===== src/rtl/hfc_pkg.sv =====
// Shared types and constants for the hazard/forwarding controller: scoreboard
// entry layout, forward-select codes and Tnew/Tuse reference values.
package hfc_pkg;

    localparam int HFC_REG_AW = 5;
    localparam int HFC_TW     = 2;

    typedef logic [1:0] fwd_sel_t;

    localparam fwd_sel_t FWD_RF = 2'b00;
    localparam fwd_sel_t FWD_M  = 2'b01;
    localparam fwd_sel_t FWD_W  = 2'b10;

    localparam logic [HFC_TW-1:0] TNEW_ALU  = 2'd2;
    localparam logic [HFC_TW-1:0] TNEW_LOAD = 2'd3;
    localparam logic [HFC_TW-1:0] TUSE_D    = 2'd0;
    localparam logic [HFC_TW-1:0] TUSE_E    = 2'd1;

    typedef struct packed {
        logic                  valid;
        logic [HFC_REG_AW-1:0] addr;
        logic [HFC_TW-1:0]     tnew;
    } sb_entry_t;

    localparam sb_entry_t SB_EMPTY = '0;

    typedef enum logic [1:0] {
        HIT_NONE = 2'd0,
        HIT_E    = 2'd1,
        HIT_M    = 2'd2,
        HIT_W    = 2'd3
    } hit_stage_e;

    // Tnew only ever counts down towards "result available"; it must not wrap.
    function automatic logic [HFC_TW-1:0] tnew_dec(input logic [HFC_TW-1:0] t);
        return (t == '0) ? '0 : t - HFC_TW'(1);
    endfunction

    function automatic fwd_sel_t sel_from_hit(input hit_stage_e hit,
                                              input logic [HFC_TW-1:0] rem);
        fwd_sel_t sel;
        sel = FWD_RF;
        if (hit == HIT_M && rem == '0) begin
            sel = FWD_M;
        end else if (hit == HIT_W) begin
            sel = FWD_W;
        end
        return sel;
    endfunction

endpackage


===== src/rtl/hfc_match.sv =====
// Youngest-first producer search for one source operand over the E/M/W
// scoreboard; reports the hit stage and the producer's remaining Tnew.
module hfc_match
    import hfc_pkg::*;
(
    input  logic [HFC_REG_AW-1:0] src_addr_i,
    input  logic                  src_used_i,
    input  sb_entry_t             sb_e_i,
    input  sb_entry_t             sb_m_i,
    input  sb_entry_t             sb_w_i,
    output hit_stage_e            hit_o,
    output logic [HFC_TW-1:0]     tnew_o
);

    logic live;
    assign live = src_used_i && (src_addr_i != '0);

    // Every stored tnew is one higher than what remains for the reader, so
    // the same saturating decrement applies at all three stages.
    // NOTE: every output gets a default before the priority chain, so no
    // path through the block can leave a latch behind.
    always_comb begin
        hit_o  = HIT_NONE;
        tnew_o = '0;
        if (live) begin
            if (sb_e_i.valid && sb_e_i.addr == src_addr_i) begin
                hit_o  = HIT_E;
                tnew_o = tnew_dec(sb_e_i.tnew);
            end else if (sb_m_i.valid && sb_m_i.addr == src_addr_i) begin
                hit_o  = HIT_M;
                tnew_o = tnew_dec(sb_m_i.tnew);
            end else if (sb_w_i.valid && sb_w_i.addr == src_addr_i) begin
                hit_o  = HIT_W;
                tnew_o = tnew_dec(sb_w_i.tnew);
            end
        end
    end

endmodule


===== src/rtl/hazard_fwd_ctrl.sv =====
// D-stage stall and forward-select generation for the 5-stage pipeline,
// with an E/M/W write scoreboard and a multicycle mult/div busy tracker.
module hazard_fwd_ctrl
    import hfc_pkg::*;
#(
    parameter int N_SRC    = 2,
    parameter int REG_AW   = HFC_REG_AW,
    parameter int TW       = HFC_TW,
    parameter int MULT_LAT = 5,
    parameter int DIV_LAT  = 10
) (
    input  logic                  clk,
    input  logic                  reset,
    input  logic                  d_valid,
    input  logic [N_SRC*REG_AW-1:0] d_src_addr,
    input  logic [N_SRC-1:0]      d_src_used,
    input  logic [N_SRC*TW-1:0]   d_src_tuse,
    input  logic [REG_AW-1:0]     d_dst_addr,
    input  logic [TW-1:0]         d_tnew,
    input  logic                  d_md_start,
    input  logic                  d_md_is_div,
    input  logic                  d_md_use,
    output logic                  stall,
    output logic [N_SRC*2-1:0]    fwd_d_sel,
    output logic [N_SRC*2-1:0]    fwd_e_sel,
    output logic                  md_busy
);

    localparam int MD_MAX = (DIV_LAT > MULT_LAT) ? DIV_LAT : MULT_LAT;
    localparam int CNT_W  = $clog2(MD_MAX + 1);

    sb_entry_t sb_e_q, sb_m_q, sb_w_q;
    sb_entry_t sb_e_d, sb_m_d, sb_w_d;

    logic             e_md_start_q, e_md_start_d;
    logic             e_md_div_q, e_md_div_d;
    logic [CNT_W-1:0] md_cnt_q, md_cnt_d;

    logic [N_SRC*2-1:0] fwd_e_sel_q, fwd_e_sel_d;
    logic [N_SRC-1:0]   src_stall;
    logic               md_stall;

    // D-side search sees the current scoreboard; E-side search looks at the
    // M/W contents of the next cycle, when the instruction sits in E.
    for (genvar i = 0; i < N_SRC; i++) begin : g_src
        hit_stage_e    d_hit, e_hit;
        logic [TW-1:0] d_rem, e_rem;
        logic          e_used;

        assign e_used = d_valid & ~stall & d_src_used[i];

        hfc_match u_d_match (
            .src_addr_i (d_src_addr[i*REG_AW +: REG_AW]),
            .src_used_i (d_src_used[i]),
            .sb_e_i     (sb_e_q),
            .sb_m_i     (sb_m_q),
            .sb_w_i     (sb_w_q),
            .hit_o      (d_hit),
            .tnew_o     (d_rem)
        );

        hfc_match u_e_match (
            .src_addr_i (d_src_addr[i*REG_AW +: REG_AW]),
            .src_used_i (e_used),
            .sb_e_i     (SB_EMPTY),
            .sb_m_i     (sb_m_d),
            .sb_w_i     (sb_w_d),
            .hit_o      (e_hit),
            .tnew_o     (e_rem)
        );

        assign src_stall[i] = (d_hit != HIT_NONE) &&
                              (d_rem > d_src_tuse[i*TW +: TW]);
        assign fwd_d_sel[i*2 +: 2]   = sel_from_hit(d_hit, d_rem);
        assign fwd_e_sel_d[i*2 +: 2] = sel_from_hit(e_hit, e_rem);
    end

    // An MDU start still in E has not loaded the counter yet, so it counts as busy.
    assign md_stall = d_md_use & (md_busy | e_md_start_q);
    assign stall    = d_valid & (|src_stall | md_stall);
    assign md_busy  = (md_cnt_q != '0);

    always_comb begin
        sb_m_d = '{valid: sb_e_q.valid, addr: sb_e_q.addr, tnew: tnew_dec(sb_e_q.tnew)};
        sb_w_d = '{valid: sb_m_q.valid, addr: sb_m_q.addr, tnew: tnew_dec(sb_m_q.tnew)};

        sb_e_d       = SB_EMPTY;
        e_md_start_d = 1'b0;
        e_md_div_d   = 1'b0;
        if (!stall) begin
            sb_e_d = '{valid: d_valid && (d_dst_addr != '0),
                       addr:  d_dst_addr,
                       tnew:  d_tnew};
            e_md_start_d = d_valid & d_md_start;
            e_md_div_d   = d_valid & d_md_start & d_md_is_div;
        end
    end

    always_comb begin
        md_cnt_d = md_cnt_q;
        if (e_md_start_q) begin
            md_cnt_d = e_md_div_q ? CNT_W'(DIV_LAT) : CNT_W'(MULT_LAT);
        end else if (md_cnt_q != '0) begin
            md_cnt_d = md_cnt_q - CNT_W'(1);
        end
    end

    // NOTE: state registers use non-blocking assignment so every flop samples
    // its pre-edge inputs regardless of statement order.
    always_ff @(posedge clk) begin
        if (reset) begin
            sb_e_q       <= SB_EMPTY;
            sb_m_q       <= SB_EMPTY;
            sb_w_q       <= SB_EMPTY;
            e_md_start_q <= 1'b0;
            e_md_div_q   <= 1'b0;
            md_cnt_q     <= '0;
            fwd_e_sel_q  <= '0;
        end else begin
            sb_e_q       <= sb_e_d;
            sb_m_q       <= sb_m_d;
            sb_w_q       <= sb_w_d;
            e_md_start_q <= e_md_start_d;
            e_md_div_q   <= e_md_div_d;
            md_cnt_q     <= md_cnt_d;
            fwd_e_sel_q  <= fwd_e_sel_d;
        end
    end

    assign fwd_e_sel = fwd_e_sel_q;

endmodule


===== config.mk =====
export PLATFORM = sky130hd
export DESIGN_NAME = hazard_fwd_ctrl
export DESIGN_NICKNAME = d
export VERILOG_FILES = /design/src/rtl/hfc_pkg.sv /design/src/rtl/hfc_match.sv /design/src/rtl/hazard_fwd_ctrl.sv
export SDC_FILE = /design/constraint.sdc
export NUM_CORES = 1
export LEC_CHECK = 0
export CAP_MARGIN = 40
export CORE_UTILIZATION = 55
export CTS_BUF_LIST = sky130_fd_sc_hd__clkbuf_4 sky130_fd_sc_hd__clkbuf_8 sky130_fd_sc_hd__clkbuf_16
export CTS_CLUSTER_DIAMETER = 80
export DETAILED_ROUTE_END_ITERATION = 8
export GPL_TIMING_DRIVEN = 0
export PLACE_DENSITY = 0.81
export SYNTH_ARGS = -nofsm -noshare
export SYNTH_HDL_FRONTEND = slang
export SYNTH_HIERARCHICAL = 1
export SYNTH_SLANG_ARGS = --single-unit

===== constraint.sdc =====
create_clock -name clk -period 9.95 [get_ports clk]
set_clock_uncertainty 0.05 [all_clocks]
set_input_delay 1.99 -clock clk [delete_from_list [all_inputs] [get_ports clk]]
set_output_delay 1.99 -clock clk [all_outputs]
set_load 0.02 [all_outputs]

==> results by group, run 1 <==
Yosys
  • Share of the synthesized netlist area taken by xor and xnor gates: 22.2%
  • Simple-gate share of the synthesized area: a little over a third
  • Number of synthesized flops with an enable pin: 0
  • Part of the Yosys area used for sequential elements: 27.3%
  • Yosys warns: 6
  • Synth Area per Inst: around 8.8 µm²
  • Post-synthesis async set-or-reset flop share: 0%
  • Adder-Cell Fraction of Synth Area: ~3.0%
  • Combinational family with the most area after synthesis: simple AND/OR/NAND/NOR gates
  • Complex-gate fraction of the synthesized area: approximately a tenth
  • Count of cell types in the netlist: 38
  • Post-synthesis instance total: 282
  • Multiplexer share of the synthesized area: 0%
  • Flops & latches, synth: 34
  • Primary flip-flop cell chosen by synthesis mapping: dfxtp_1
  • Synthesized cell area: between 2000 and 2500 µm²

Critical path
  • Type of element capturing the critical path: output pin
  • Combined buffer and inverter count along the critical path: 2
  • Kind of cell with the highest combined delay on the critical path: simple AND/OR/NAND/NOR gates
  • Crit Path Category: in2out
  • WP data required: between 7 and 8 ns
  • Crit-path max FO: 8
  • Crit path max-delay cell type: clkdlybuf4s50_1
  • Data arrival at the endpoint of the critical path: 5.71 ns
  • Reg-to-reg slack, setup: 5.89 ns
  • Ordered list of cells on the worst path: clkdlybuf4s50_1, xor2_1, nor4_1, nand3_1, o21a_1, a211oi_1, ha_1, nor2b_1, o221ai_2, nand3_4, and2_1, clkdlybuf4s50_1
  • Startpoint types: input port
  • Max incr delay on CP: around 0.64 ns
  • Most frequent cell on the critical path: clkdlybuf4s50_1

Timing
  • Summed negative setup slack over all endpoints: 0 ns
  • Min Tclk post-route: 7.75 ns
  • Post-route fraction of the period consumed by the critical path: between 70 and 80%
  • Relative slew margins: between 60% and 70%
  • Setup repair after global routing missed its margin: false
  • Setup violation total in the final timing report: 0
  • FMAX: about 130 MHz
  • Number of pins with negative max-slew slack in the final report: 0
  • Worst Tran Pin Value: between 0.5 and 0.6 ns
  • Number of endpoints with negative hold slack in the final report: 0

Status
  • Status: complete, no violations

Routing
  • Via density per instance: approximately 5.7
  • # DRC: 0
  • Wire length after detailed routing: around 5800 µm
  • Vias after detailed routing: roughly 2.3k
  • Starting DRC count in detailed routing: between 100 and 150
  • First-pass iteration count of the detailed router: 4
  • Remaining number of nets flagged by the antenna check after routing: 0
  • Post-DR wirelength/cell: approximately 15 µm

Clocking
  • Root Buffer: clkbuf_8
  • Post-CTS Hold Fix Bufs: 0
  • TritonCTS clock tree: built
  • Worst-skew pair later-pin latency: about 0.28 ns
  • # clock sinks: 34
  • Buffer depth of the longest clock path: 2
  • Reg clk slew, reported paths: 0.06 ns
  • H-Tree Level Count: 2
  • Post-CTS Setup Repair Bufs: 0
  • CTS resizes: 0
  • CTS Buf Count: 5

Global route
  • Total GRT Usage: 25.4%
  • Largest net degree at the start of global routing: 11
  • Number of antenna violations at the first check in global routing: 0
  • Vias in the first global route: 2,210
  • Global-route wire length before repair: just under 10,000 µm
  • Leftover overflow at the end of global routing: 0

Floorplanning
  • Number of core rows: 24
  • Effective utilization at floorplan: between 50% and 60%
  • Area of the die: 4800 µm²
  • CORE AREA: between 4000 and 5000 µm²
  • Die W: between 60 and 70 µm
  • Height of the die: slightly below 70 µm
  • I/O pin total: 39

Finish
  • Nets@finish: approximately 380
  • Footprint of the multi-input gates: roughly 1800 µm²
  • Count of fill cells added during filler insertion: 353
  • Most common library cell in the layout ignoring fill and taps: xor2_1
  • Number of antenna repair diodes: 0
  • Top library cells by usage in the layout, fill and taps aside: xor2_1 (50), clkdlybuf4s50_1 (38), dfxtp_1 (34), conb_1 (22), nor2b_1 (21)
  • Fraction of layout cells with a size suffix above 1: 6.59%
  • Synth-to-Final Area Change: 24.9%
  • FF+latch area: 681 µm²

Power
  • Leak pwr: ~1.2 nW
  • Max VDD drop: between 0.0001 and 0.00015 V
  • Power, Total: 0.441 mW
  • Power per unit of standard cell area: 142 nW/µm²

Placement
  • RD Place Congestion: just over 0.8
  • Total of buffers placed on input and output ports: 38
  • Post-detail-place hpwl: about 4500 µm

Run
  • Maximum Capacitance Violations: 0

Min path
  • Worst Hold Class: reg2reg
final cells by class:
cell class                      count  area share (%)
Multi-Input combinational cell    259            59.3
Sequential cell                    34            21.9
Timing Repair Buffer               38            12.2
Clock buffer                        7            2.90
Tap cell                           52            2.09
Inverter                            7           0.845
Buffer                              3           0.604
Clock inverter                      1           0.161
registers in the layout, summed over array words and instances, names as in the netlist:
name / flops
e_md_start_q: 1
md_cnt_q: 4
sb_m_q: 8
fwd_e_sel: 4
sb_w_q: 8
sb_e_q: 8
e_md_div_q: 1
routing by layer:
metal,vias up,share of wire (%),track usage (%)
met2,65,51,45.8
met1,1071,43,30.6
met5,-,0,0
met3,10,4.2,3.49
li1,1128,-,-
met4,0,1.6,9.07
through the flow:
step	hold slack [ns]	setup WS, ns	cells	util, %	instance area (µm²)
2_1_floorplan	0.408	3.85	303	-	2570
3_3_place_gp	0.422	2.29	393	69.2	3010
3_5_place_dp	0.426	2.28	393	69.2	3010
4_1_cts	0.434	2.24	401	71.4	3110
5_1_grt	0.453	1.98	401	71.4	3110
6_report	0.430	2.20	401	71.4	3110
logic make-up (layout without fill, tap and decap cells):
logic type	Yosys count	after routing
AOI/OAI and AO/OA	34	34
xor gates and xnor gates	63	63
adders and majority gates	6	6
buffers and inverters	10	56
DFF	34	34
other	1	22
and+or+nand+nor	134	134
worst paths after layout:
check	end	depth (start not counted)	start
max	stall	12	d_src_addr[7]
min	md_cnt_q[3]	2	e_md_div_q
max reg2reg	fwd_e_sel[2]	15	sb_e_q[4]
min reg2reg	md_cnt_q[3]	2	e_md_div_q
synth_stat cells, types with 6 or more instances:
library cell  number  area, µm²
nand4_1           12       75.1
nor4_1             8       50.1
nor3b_1           10       75.1
xnor2_1           13        114
a21oi_1           11       55.1
nand2_1           16       60.1
ha_1               6       75.1
and2_1            13       81.3
dfxtp_1           34        681
xor2_1            50        438
nor2b_1           21        131
inv_1              7       26.3
nand2b_1           9       56.3
and3_1            10       62.6
tightest hold or removal path, delay by kind of cell (launching register included):
kind               cells  cell delay [ns]
DFF                    1             0.30
and+or+nand+nor        1             0.07
AOI/OAI and AO/OA      1             0.06
power breakdown:
group          internal (mW)  switching (mW)
combinational         0.0807          0.0795
clock                 0.0585          0.0473
sequential             0.153          0.0221
No activity file was read; power rests on OpenSTA's default activity.
==> run 2: changes to the inputs <==
--- a/config.mk
+++ b/config.mk
@@ -6,12 +6,12 @@
 export NUM_CORES = 1
 export LEC_CHECK = 0
 export CAP_MARGIN = 40
-export CORE_UTILIZATION = 55
+export CORE_UTILIZATION = 49
 export CTS_BUF_LIST = sky130_fd_sc_hd__clkbuf_4 sky130_fd_sc_hd__clkbuf_8 sky130_fd_sc_hd__clkbuf_16
 export CTS_CLUSTER_DIAMETER = 80
 export DETAILED_ROUTE_END_ITERATION = 8
 export GPL_TIMING_DRIVEN = 0
-export PLACE_DENSITY = 0.81
+export PLACE_DENSITY = 0.77
 export SYNTH_ARGS = -nofsm -noshare
 export SYNTH_HDL_FRONTEND = slang
 export SYNTH_HIERARCHICAL = 1
==> constraint.sdc (replaced) <==
create_clock -name clk -period 6.4 [get_ports clk]
set_clock_uncertainty 0.05 [all_clocks]
set_input_delay 1.28 -clock clk [delete_from_list [all_inputs] [get_ports clk]]
set_output_delay 1.28 -clock clk [all_outputs]
set_load 0.02 [all_outputs]
==> run 2 against run 1 <==
First-iteration DRC count decreased by 53%. Non-clock buffer count unchanged. Count of clock-buffer cells in the layout unchanged. Register-to-register slack got worse by 3.4 ns. Final area rose by 1.2%. Highest routed layer unchanged.
==> results by group, run 2 (synthesis results as in run 1) <==
Floorplanning
  • CORE AREA: roughly 4800 µm²
  • I/O pin total: 39
  • Effective utilization at floorplan: between 50% and 60%
  • Number of core rows: 25
  • Area of the die: 5370 µm²
  • Height of the die: ~73 µm
  • Die W: 73.3 µm

Routing
  • Starting DRC count in detailed routing: between 50 and 60
  • Wire length after detailed routing: 5880 µm
  • Vias after detailed routing: approximately 2.2k
  • First-pass iteration count of the detailed router: 4
  • # DRC: 0
  • Post-DR wirelength/cell: between 10 and 15 µm
  • Via density per instance: ~5.3
  • Remaining number of nets flagged by the antenna check after routing: 0

Placement
  • Post-detail-place hpwl: 4400 µm
  • Total of buffers placed on input and output ports: 38
  • RD Place Congestion: 0.844

Critical path
  • Type of element capturing the critical path: output pin
  • Worst r2r path cells: 15
  • Data arrival at the endpoint of the critical path: between 4 and 5 ns
  • Reg2Reg Launch Point: sb_m_q[3]
  • Crit-path max FO: 8
  • Crit Path Category: in2out
  • Endpoint of the most critical register-to-register path: fwd_e_sel[2]
  • WP data required: approximately 5.1 ns
  • Reg-to-reg slack, setup: 2.48 ns
  • CP startpoint: d_src_addr[9]
  • Startpoint types: input port

Timing
  • Relative slew margins: roughly three fifths
  • FMAX: 160 MHz
  • Min Tclk post-route: about 6.2 ns
  • Worst Tran Pin Value: 0.592 ns
  • Setup repair after global routing missed its margin: false
  • Number of pins with negative max-slew slack in the final report: 0
  • Number of endpoints with negative hold slack in the final report: 0
  • Setup violation total in the final timing report: 0
  • Post-route fraction of the period consumed by the critical path: between 90% and 100%
  • Summed negative setup slack over all endpoints: 0 ns

Clocking
  • TritonCTS clock tree: built
  • Root Buffer: clkbuf_8
  • Buffer depth of the longest clock path: 2
  • Worst-skew pair later-pin latency: between 0.2 and 0.3 ns
  • # clock sinks: 34
  • CTS Buf Count: 5
  • Reg clk slew, reported paths: about 0.07 ns
  • H-Tree Level Count: 2

Global route
  • Number of antenna violations at the first check in global routing: 0
  • Largest net degree at the start of global routing: 11
  • Vias in the first global route: 2,111
  • Total GRT Usage: 23.5%
  • Global-route wire length before repair: roughly 9700 µm
  • Leftover overflow at the end of global routing: 0

Finish
  • Number of antenna repair diodes: 0
  • Footprint of the multi-input gates: about 1900 µm²
  • Nets@finish: 383
  • Top library cells by usage in the layout, fill and taps aside: xor2_1 (50), clkdlybuf4s50_1 (36), dfxtp_1 (34), conb_1 (22), nor2b_1 (21)
  • Synth-to-Final Area Change: 26.3%
  • Count of fill cells added during filler insertion: approximately 420
  • Most common library cell in the layout ignoring fill and taps: xor2_1
  • Fraction of layout cells with a size suffix above 1: between 7 and 8%
  • Final design utilization: between 60% and 70%
  • Registers with the most flip-flops: sb_e_q x8, sb_m_q x8, sb_w_q x8
  • FF+latch area: roughly 700 µm²

Power
  • Max VDD drop: 0.000137 V
  • Power per unit of standard cell area: 219 nW/µm²
  • Leak pwr: roughly 1.2 nW

Min path
  • Worst Hold Class: reg2reg
  • Hold Path Cell Cnt: 2
  • Hold Startpoint: e_md_div_q
  • Worst Hold Path EP: md_cnt_q[1]

Run
  • Maximum Capacitance Violations: 0

Status
  • Status: complete, no violations
## run 2: cell count changes in the layout (fill, tap and decap cells not counted)
cell	before	now
dlymetal6s2s_1	0	2
nor4_1	8	6
clkdlybuf4s50_1	38	36
nor4_2	4	6
## run 2: critical path: stages
cell	delay, ns
clkdlybuf4s50_1	0.63
xor2_1	0.26
nor4_1	0.31
and3_1	0.31
nand4_1	0.13
a211oi_1	0.38
ha_1	0.31
nor2b_1	0.14
o221ai_2	0.22
nand3_4	0.19
and2_1	0.21
clkdlybuf4s50_1	0.53
## run 2: how the worst max path moves through the flow
stage / to / depth (start not counted)
after global placement: stall / 12
final: stall / 12
after global routing: stall / 13
after CTS: stall / 12
after floorplan: stall / 11
after detailed placement: stall / 13
## run 2: power breakdown
part	internal, mW	switching [mW]	leakage, nW	total, mW
combinational	0.126	0.125	0.894	0.251
clock	0.0910	0.0747	0.0517	0.166
sequential	0.238	0.0353	0.279	0.273
## run 2: cell type report
class,count,area share (%)
Inverter,7,0.835
Sequential cell,34,21.6
Multi-Input combinational cell,259,59.0
Buffer,3,0.597
Timing Repair Buffer,38,12.3
Clock inverter,1,0.159
Clock buffer,7,2.86
Tap cell,67,2.67
## run 2: layer usage
metal	track usage [%]	up-vias	wire length (µm)
met3	3.43	5	393
met1	30.1	1012	2600
li1	-	1124	-
met4	6.10	0	45
met2	41.0	70	2840
met5	0	-	0
## run 2: repair_timing
| item | in CTS | in global routing |
|---|---|---|
| endpoints found under the setup margin | 0 | 1 |
| gates resized for setup | 0 | 4 |
| hold buffers | 0 | 0 |
| buffers inserted | 0 | 0 |
## run 2: per-stage QoR
stage	std cells	hold WS, ns	power [mW]	area [µm²]	setup slack [ns]
floorplan	303	0.408	0.446	2570	1.72
global placement	408	0.427	0.516	3030	0.211
detailed placement	408	0.431	0.524	3030	0.171
CTS	416	0.442	0.689	3130	0.146
global route	416	0.485	0.731	3150	0.0119
finish	416	0.443	0.690	3150	0.160
